File: src/rtl/piso_ctrl_pkg.sv
// Shared types and helpers for the PISO shift controller.
package piso_ctrl_pkg;

    typedef enum logic [1:0] {
        StIdle  = 2'd0,
        StShift = 2'd1,
        StGap   = 2'd2
    } state_e;

    // Level driven on ser_out whenever no data bit is on the line.
    localparam logic IDLE_LEVEL = 1'b0;

    // Widest word the reversal helper supports; N must not exceed this.
    localparam int unsigned MAX_W = 64;

    // Reverse the low `width` bits of `word`; upper result bits are zero.
    function automatic logic [MAX_W-1:0] bit_reverse(input logic [MAX_W-1:0] word,
                                                     input int unsigned      width);
        logic [MAX_W-1:0] rev;
        rev = {<<{word}};
        return rev >> (MAX_W - width);
    endfunction

endpackage

File: src/rtl/piso_shift_datapath.sv
// N-bit parallel-load / shift-left register with optional bit reversal on load.
module piso_shift_datapath
    import piso_ctrl_pkg::*;
#(
    parameter int unsigned N = 6
) (
    input  logic         clk_i,
    input  logic         rst_ni,
    input  logic         load_i,
    input  logic         shift_i,
    input  logic         clear_i,
    input  logic         lsb_first_i,
    input  logic [N-1:0] par_i,
    output logic         msb_o
);

    logic [N-1:0] shift_q;
    logic [N-1:0] shift_d;
    logic [N-1:0] load_word;

    // Select load word order and compute the register's next value.
    always_comb begin
        load_word = lsb_first_i ? N'(bit_reverse(MAX_W'(par_i), N)) : par_i;
        shift_d   = shift_q;
        if (clear_i) begin
            shift_d = '0;
        end else if (load_i) begin
            shift_d = load_word;
        end else if (shift_i) begin
            shift_d = {shift_q[N-2:0], 1'b0};
        end
    end

    // Shift register state.
    always_ff @(posedge clk_i or negedge rst_ni) begin
        if (!rst_ni) begin
            shift_q <= '0;
        end else begin
            shift_q <= shift_d;
        end
    end

    assign msb_o = shift_q[N-1];

endmodule

File: src/rtl/piso_shift_controller.sv
// Sequencer for a parallel-in / serial-out link: accept, shift out, optional idle gap.
module piso_shift_controller
    import piso_ctrl_pkg::*;
#(
    parameter int unsigned N     = 6,
    parameter int unsigned CNT_W = 3,
    parameter int unsigned GAP   = 0
) (
    input  logic         clk,
    input  logic         rst_n,
    input  logic         in_valid,
    output logic         in_ready,
    input  logic [N-1:0] in_data,
    input  logic         lsb_first,
    input  logic         shift_en,
    output logic         ser_out,
    output logic         ser_active,
    output logic         frame_done
);

    localparam logic [CNT_W-1:0] LastBit = CNT_W'(N - 1);
    localparam logic [CNT_W-1:0] LastGap = CNT_W'((GAP > 0) ? GAP - 1 : 0);

    state_e           state_q, state_d;
    logic [CNT_W-1:0] bit_cnt_q, bit_cnt_d;
    logic [CNT_W-1:0] gap_cnt_q, gap_cnt_d;
    logic             frame_done_q, frame_done_d;
    logic             dp_load, dp_shift, dp_clear;
    logic             dp_msb;

    piso_shift_datapath #(
        .N (N)
    ) u_datapath (
        .clk_i       (clk),
        .rst_ni      (rst_n),
        .load_i      (dp_load),
        .shift_i     (dp_shift),
        .clear_i     (dp_clear),
        .lsb_first_i (lsb_first),
        .par_i       (in_data),
        .msb_o       (dp_msb)
    );

    // Next-state, counter and datapath control decode.
    always_comb begin
        state_d      = state_q;
        bit_cnt_d    = bit_cnt_q;
        gap_cnt_d    = gap_cnt_q;
        frame_done_d = 1'b0;
        dp_load      = 1'b0;
        dp_shift     = 1'b0;
        dp_clear     = 1'b0;
        unique case (state_q)
            StIdle: begin
                // in_ready is implied by being in this state.
                if (in_valid) begin
                    dp_load   = 1'b1;
                    bit_cnt_d = '0;
                    state_d   = StShift;
                end
            end
            StShift: begin
                if (shift_en) begin
                    if (bit_cnt_q == LastBit) begin
                        dp_clear     = 1'b1;
                        bit_cnt_d    = '0;
                        gap_cnt_d    = '0;
                        frame_done_d = 1'b1;
                        if (GAP > 0) begin
                            state_d = StGap;
                        end else begin
                            state_d = StIdle;
                        end
                    end else begin
                        dp_shift  = 1'b1;
                        bit_cnt_d = bit_cnt_q + CNT_W'(1);
                    end
                end
            end
            StGap: begin
                if (shift_en) begin
                    if (gap_cnt_q == LastGap) begin
                        gap_cnt_d = '0;
                        state_d   = StIdle;
                    end else begin
                        gap_cnt_d = gap_cnt_q + CNT_W'(1);
                    end
                end
            end
            default: begin
                state_d   = StIdle;
                bit_cnt_d = '0;
                gap_cnt_d = '0;
            end
        endcase
    end

    // State, counters and the registered frame_done pulse.
    always_ff @(posedge clk or negedge rst_n) begin
        if (!rst_n) begin
            state_q      <= StIdle;
            bit_cnt_q    <= '0;
            gap_cnt_q    <= '0;
            frame_done_q <= 1'b0;
        end else begin
            state_q      <= state_d;
            bit_cnt_q    <= bit_cnt_d;
            gap_cnt_q    <= gap_cnt_d;
            frame_done_q <= frame_done_d;
        end
    end

    // Outputs decoded from registered state only.
    assign in_ready   = (state_q == StIdle);
    assign ser_active = (state_q == StShift);
    assign ser_out    = ser_active ? dp_msb : IDLE_LEVEL;
    assign frame_done = frame_done_q;

endmodule

File: config.mk
export PLATFORM = sky130hd
export DESIGN_NAME = piso_shift_controller
export DESIGN_NICKNAME = d
export VERILOG_FILES = /design/src/rtl/piso_ctrl_pkg.sv /design/src/rtl/piso_shift_datapath.sv /design/src/rtl/piso_shift_controller.sv
export SDC_FILE = /design/constraint.sdc
export NUM_CORES = 1
export LEC_CHECK = 0
export BUFFER_PORTS_ARGS = -buffer_cell sky130_fd_sc_hd__clkbuf_2
export CAP_MARGIN = 0
export CORE_MARGIN = 2
export CORE_UTILIZATION = 35
export DETAILED_ROUTE_END_ITERATION = 12
export GPL_ROUTABILITY_DRIVEN = 1
export PLACE_DENSITY = 0.61
export SYNTH_ARGS = -nofsm -noshare
export SYNTH_HDL_FRONTEND = slang
export SYNTH_HIERARCHICAL = 1
export SYNTH_SLANG_ARGS = --single-unit
File: constraint.sdc
create_clock -name clk -period 1.8 [get_ports clk]
set_input_delay 0.09 -clock clk [delete_from_list [all_inputs] [get_ports clk]]
set_output_delay 0.09 -clock clk [all_outputs]
set_load 0.02 [all_outputs]
==> metrics.cfg <==
[outcome]
outcome = completed

[finish]
multi_input_area_um2 = 289
layout-drive-gt1-share_pct = 33.3
fin_nets = 84
diodes = 0
area_growth_syn_to_layout_pct = 20.0
fillCellCount = 158
register_area_um2 = 275
instances_no_fill = 88

[setup_path]
setup.worst_path.end_class = flop
required_ns = 1.93
slowest_stage = dfrtp_1
arrival_ns = 1.44
slowest_delay_ns = 0.44
crit_fanout = 6
criticalPathCategory = flop to flop
startpoint_type = flop
worstPathCellList = nand3b_1, nor2b_1, buf_4, mux2i_1, o22ai_1

[power_and_ir_drop]
ir_drop_uv = 605
powerDensity_nw_per_um2 = 1270
p_leak_nw = 0.352

[sta]
fmax_ghz = 0.769
rsz0062_at_grt = no
max_slew.worst_pin.slew_ns = 0.284
finalSetupViolCount = 0
final.min_clock_period_ns = 1.30
finalCritPeriodShare_pct = 72.3
tns_ns = 0
drv_slew = 0
fin_hold_ws_ns = 0.0543
maxSlewHeadroom_pct = 81.1
fin_ws_ns = 0.499
hold_violations = 0
skew_ns = 0.00528

[die]
initial_utilization_pct = 38.1
die_w_um = 45.0
core.rowCount = 14
core_area_um2 = 1540
dieArea_um2 = 2020
die_y_um = 45.0
pin_count = 15

[clock_tree]
numClockSinks = 11
cts_max_level = 1
clockRootBuffer = clkbuf_4
ctsResizeCount = 0
numCtsBuffers = 3
cts_buffer_depth = 2
tritoncts = yes
clkSlewWorstSetupHoldPaths_ns = 0.07
clk_latency_ns = 0.26

[yosys]
netlist_top_cells_area = dfrtp_1 47%, mux2i_1 22%, o22ai_1 6.4%
synth_ff_type = dfrtp_1
synth-edff-count = 0
yosysTopAreaCellShare_pct = 46.8
synth_cell_types = 21
synthMostInstantiatedCell = mux2i_1
synth-warning-count = 6
synth_largest_area_cell = dfrtp_1
yosys_register_bits = 11
synthCells = 54
yosysSeqAreaShare_pct = 46.8
syn_nets = 65
ys_top_cells_by_count = 13 x mux2i_1, 11 x dfrtp_1, 6 x o22ai_1
ys_async_sr_fraction_pct = 100
syn_area_um2 = 588
avgSynthCellArea_um2 = 10.9

[grt]
grt_usage_pct = 12.5
grt_use_met2_pct = 18.6
antenna_found_initial = 0
grt-ovfl-total = 0
use_met1_pct = 16.2
grtUsageMet3_pct = 6.00
grt_max_degree = 12
grt_pass1_wl_mm = 1.80
first_global_vias = 416
gr-max-usage-layer = met2

[route]
wl_per_cell_um = 12.2
drt_wl_total_mm = 1.07
drc = 0
drt_iter0_drc = 7
via_count = 433
dr.pass1.iters = 4
via_per_inst = 4.92
ant_nets = 0

[place]
pre_cts_slack_ns = 0.518
io_buffers = 14
post-place-cells = 83
dp_hpwl_um = 848
gp_congestion = 0.764

[worst_hold_path]
hp-class = input port to flop

[run]
maxCapViolations = 0

[cell type report]
type | count | share of cell area (%)
inverter | 2 | 1.06
timing repair buffer | 16 | 12.4
clock buffer | 4 | 3.72
multi-input combinational | 39 | 41.0
tap | 16 | 2.84
sequential | 11 | 39.0
[state kept, by name, summed over array words and instances, names as in the netlist]
register	count
u_datapath/shift_q	6
bit_cnt_q	3
frame_done	1
state_q	1
[power by group]
part,internal (W),switching (W),total [W]
Clock,0.0000856,0.0000765,0.000162
Combinational,0.000159,0.000160,0.000319
Sequential,0.000337,0.0000800,0.000417
[worst paths after layout]
kind	start	to	slack [ns]	depth (start not counted)
hold / removal	in_valid	bit_cnt_q[0]$_DFFE_PN0P_	0.05	2
min in group asynchronous	rst_n	u_datapath/shift_q[1]$_DFFE_PN0P_	0.24	2
setup reg to reg	bit_cnt_q[0]$_DFFE_PN0P_	u_datapath/shift_q[4]$_DFFE_PN0P_	0.50	5
max in group asynchronous	rst_n	u_datapath/shift_q[4]$_DFFE_PN0P_	1.34	2
setup / recovery	bit_cnt_q[0]$_DFFE_PN0P_	u_datapath/shift_q[4]$_DFFE_PN0P_	0.50	5
hold reg to reg	bit_cnt_q[2]$_DFFE_PN0P_	bit_cnt_q[2]$_DFFE_PN0P_	0.50	1
[cell families (layout without fill, tap and decap cells)]
group,after synthesis,after routing,share of synthesized area (%)
compound gates,10,10,11.1
mux,13,13,22.1
buf+inv,4,22,4.04
simple gates,15,15,14.5
flops,11,11,46.8
xor+xnor,1,1,1.49
[routing by layer]
layer / up-vias / part of all wire, %
met1: 197 / 49
met4: 0 / 0
met2: 6 / 46
li1: 230 / -
met3: 0 / 4.4
met5: - / 0
[cell usage in the layout, fill, tap and decap left out, types with 2 or more instances in the layout]
cell / netlist / layout
nand2_1: 2 / 2
nor2_2: 2 / 2
nand2_2: 2 / 2
nor2_1: 2 / 2
clkbuf_2: 0 / 14
mux2i_1: 13 / 13
o22ai_1: 6 / 6
nor2b_1: 2 / 2
a21oi_1: 2 / 2
dfrtp_1: 11 / 11
clkbuf_4: 0 / 3
[metrics by stage]
| step | total power [W] | utilization [%] | instance area (µm²) |
|---|---|---|---|
| final | 0.000899 | 45.8 | 706 |
| after global routing | 0.000976 | 45.8 | 706 |
| after CTS | 0.000913 | 45.8 | 706 |
| after detailed placement | 0.000744 | 43.4 | 669 |
| after global placement | 0.000737 | 43.4 | 669 |
| after floorplan | 0.000652 | - | 588 |
[critical path: cells and delay by family (launching register included)]
| family | cells | cell delay, ns |
|---|---|---|
| flip-flops | 1 | 0.44 |
| AO/OA/AOI/OAI | 1 | 0.10 |
| buffers and inverters | 1 | 0.16 |
| multiplexers | 1 | 0.19 |
| AND/OR/NAND/NOR | 2 | 0.27 |
[repair_timing]
action | in CTS | in global routing
setup buffers | 0 | 0
hold endpoints to repair | 11 | 0
hold buffers | 1 | 0
Note: power is estimated with default switching activity, not from simulation.
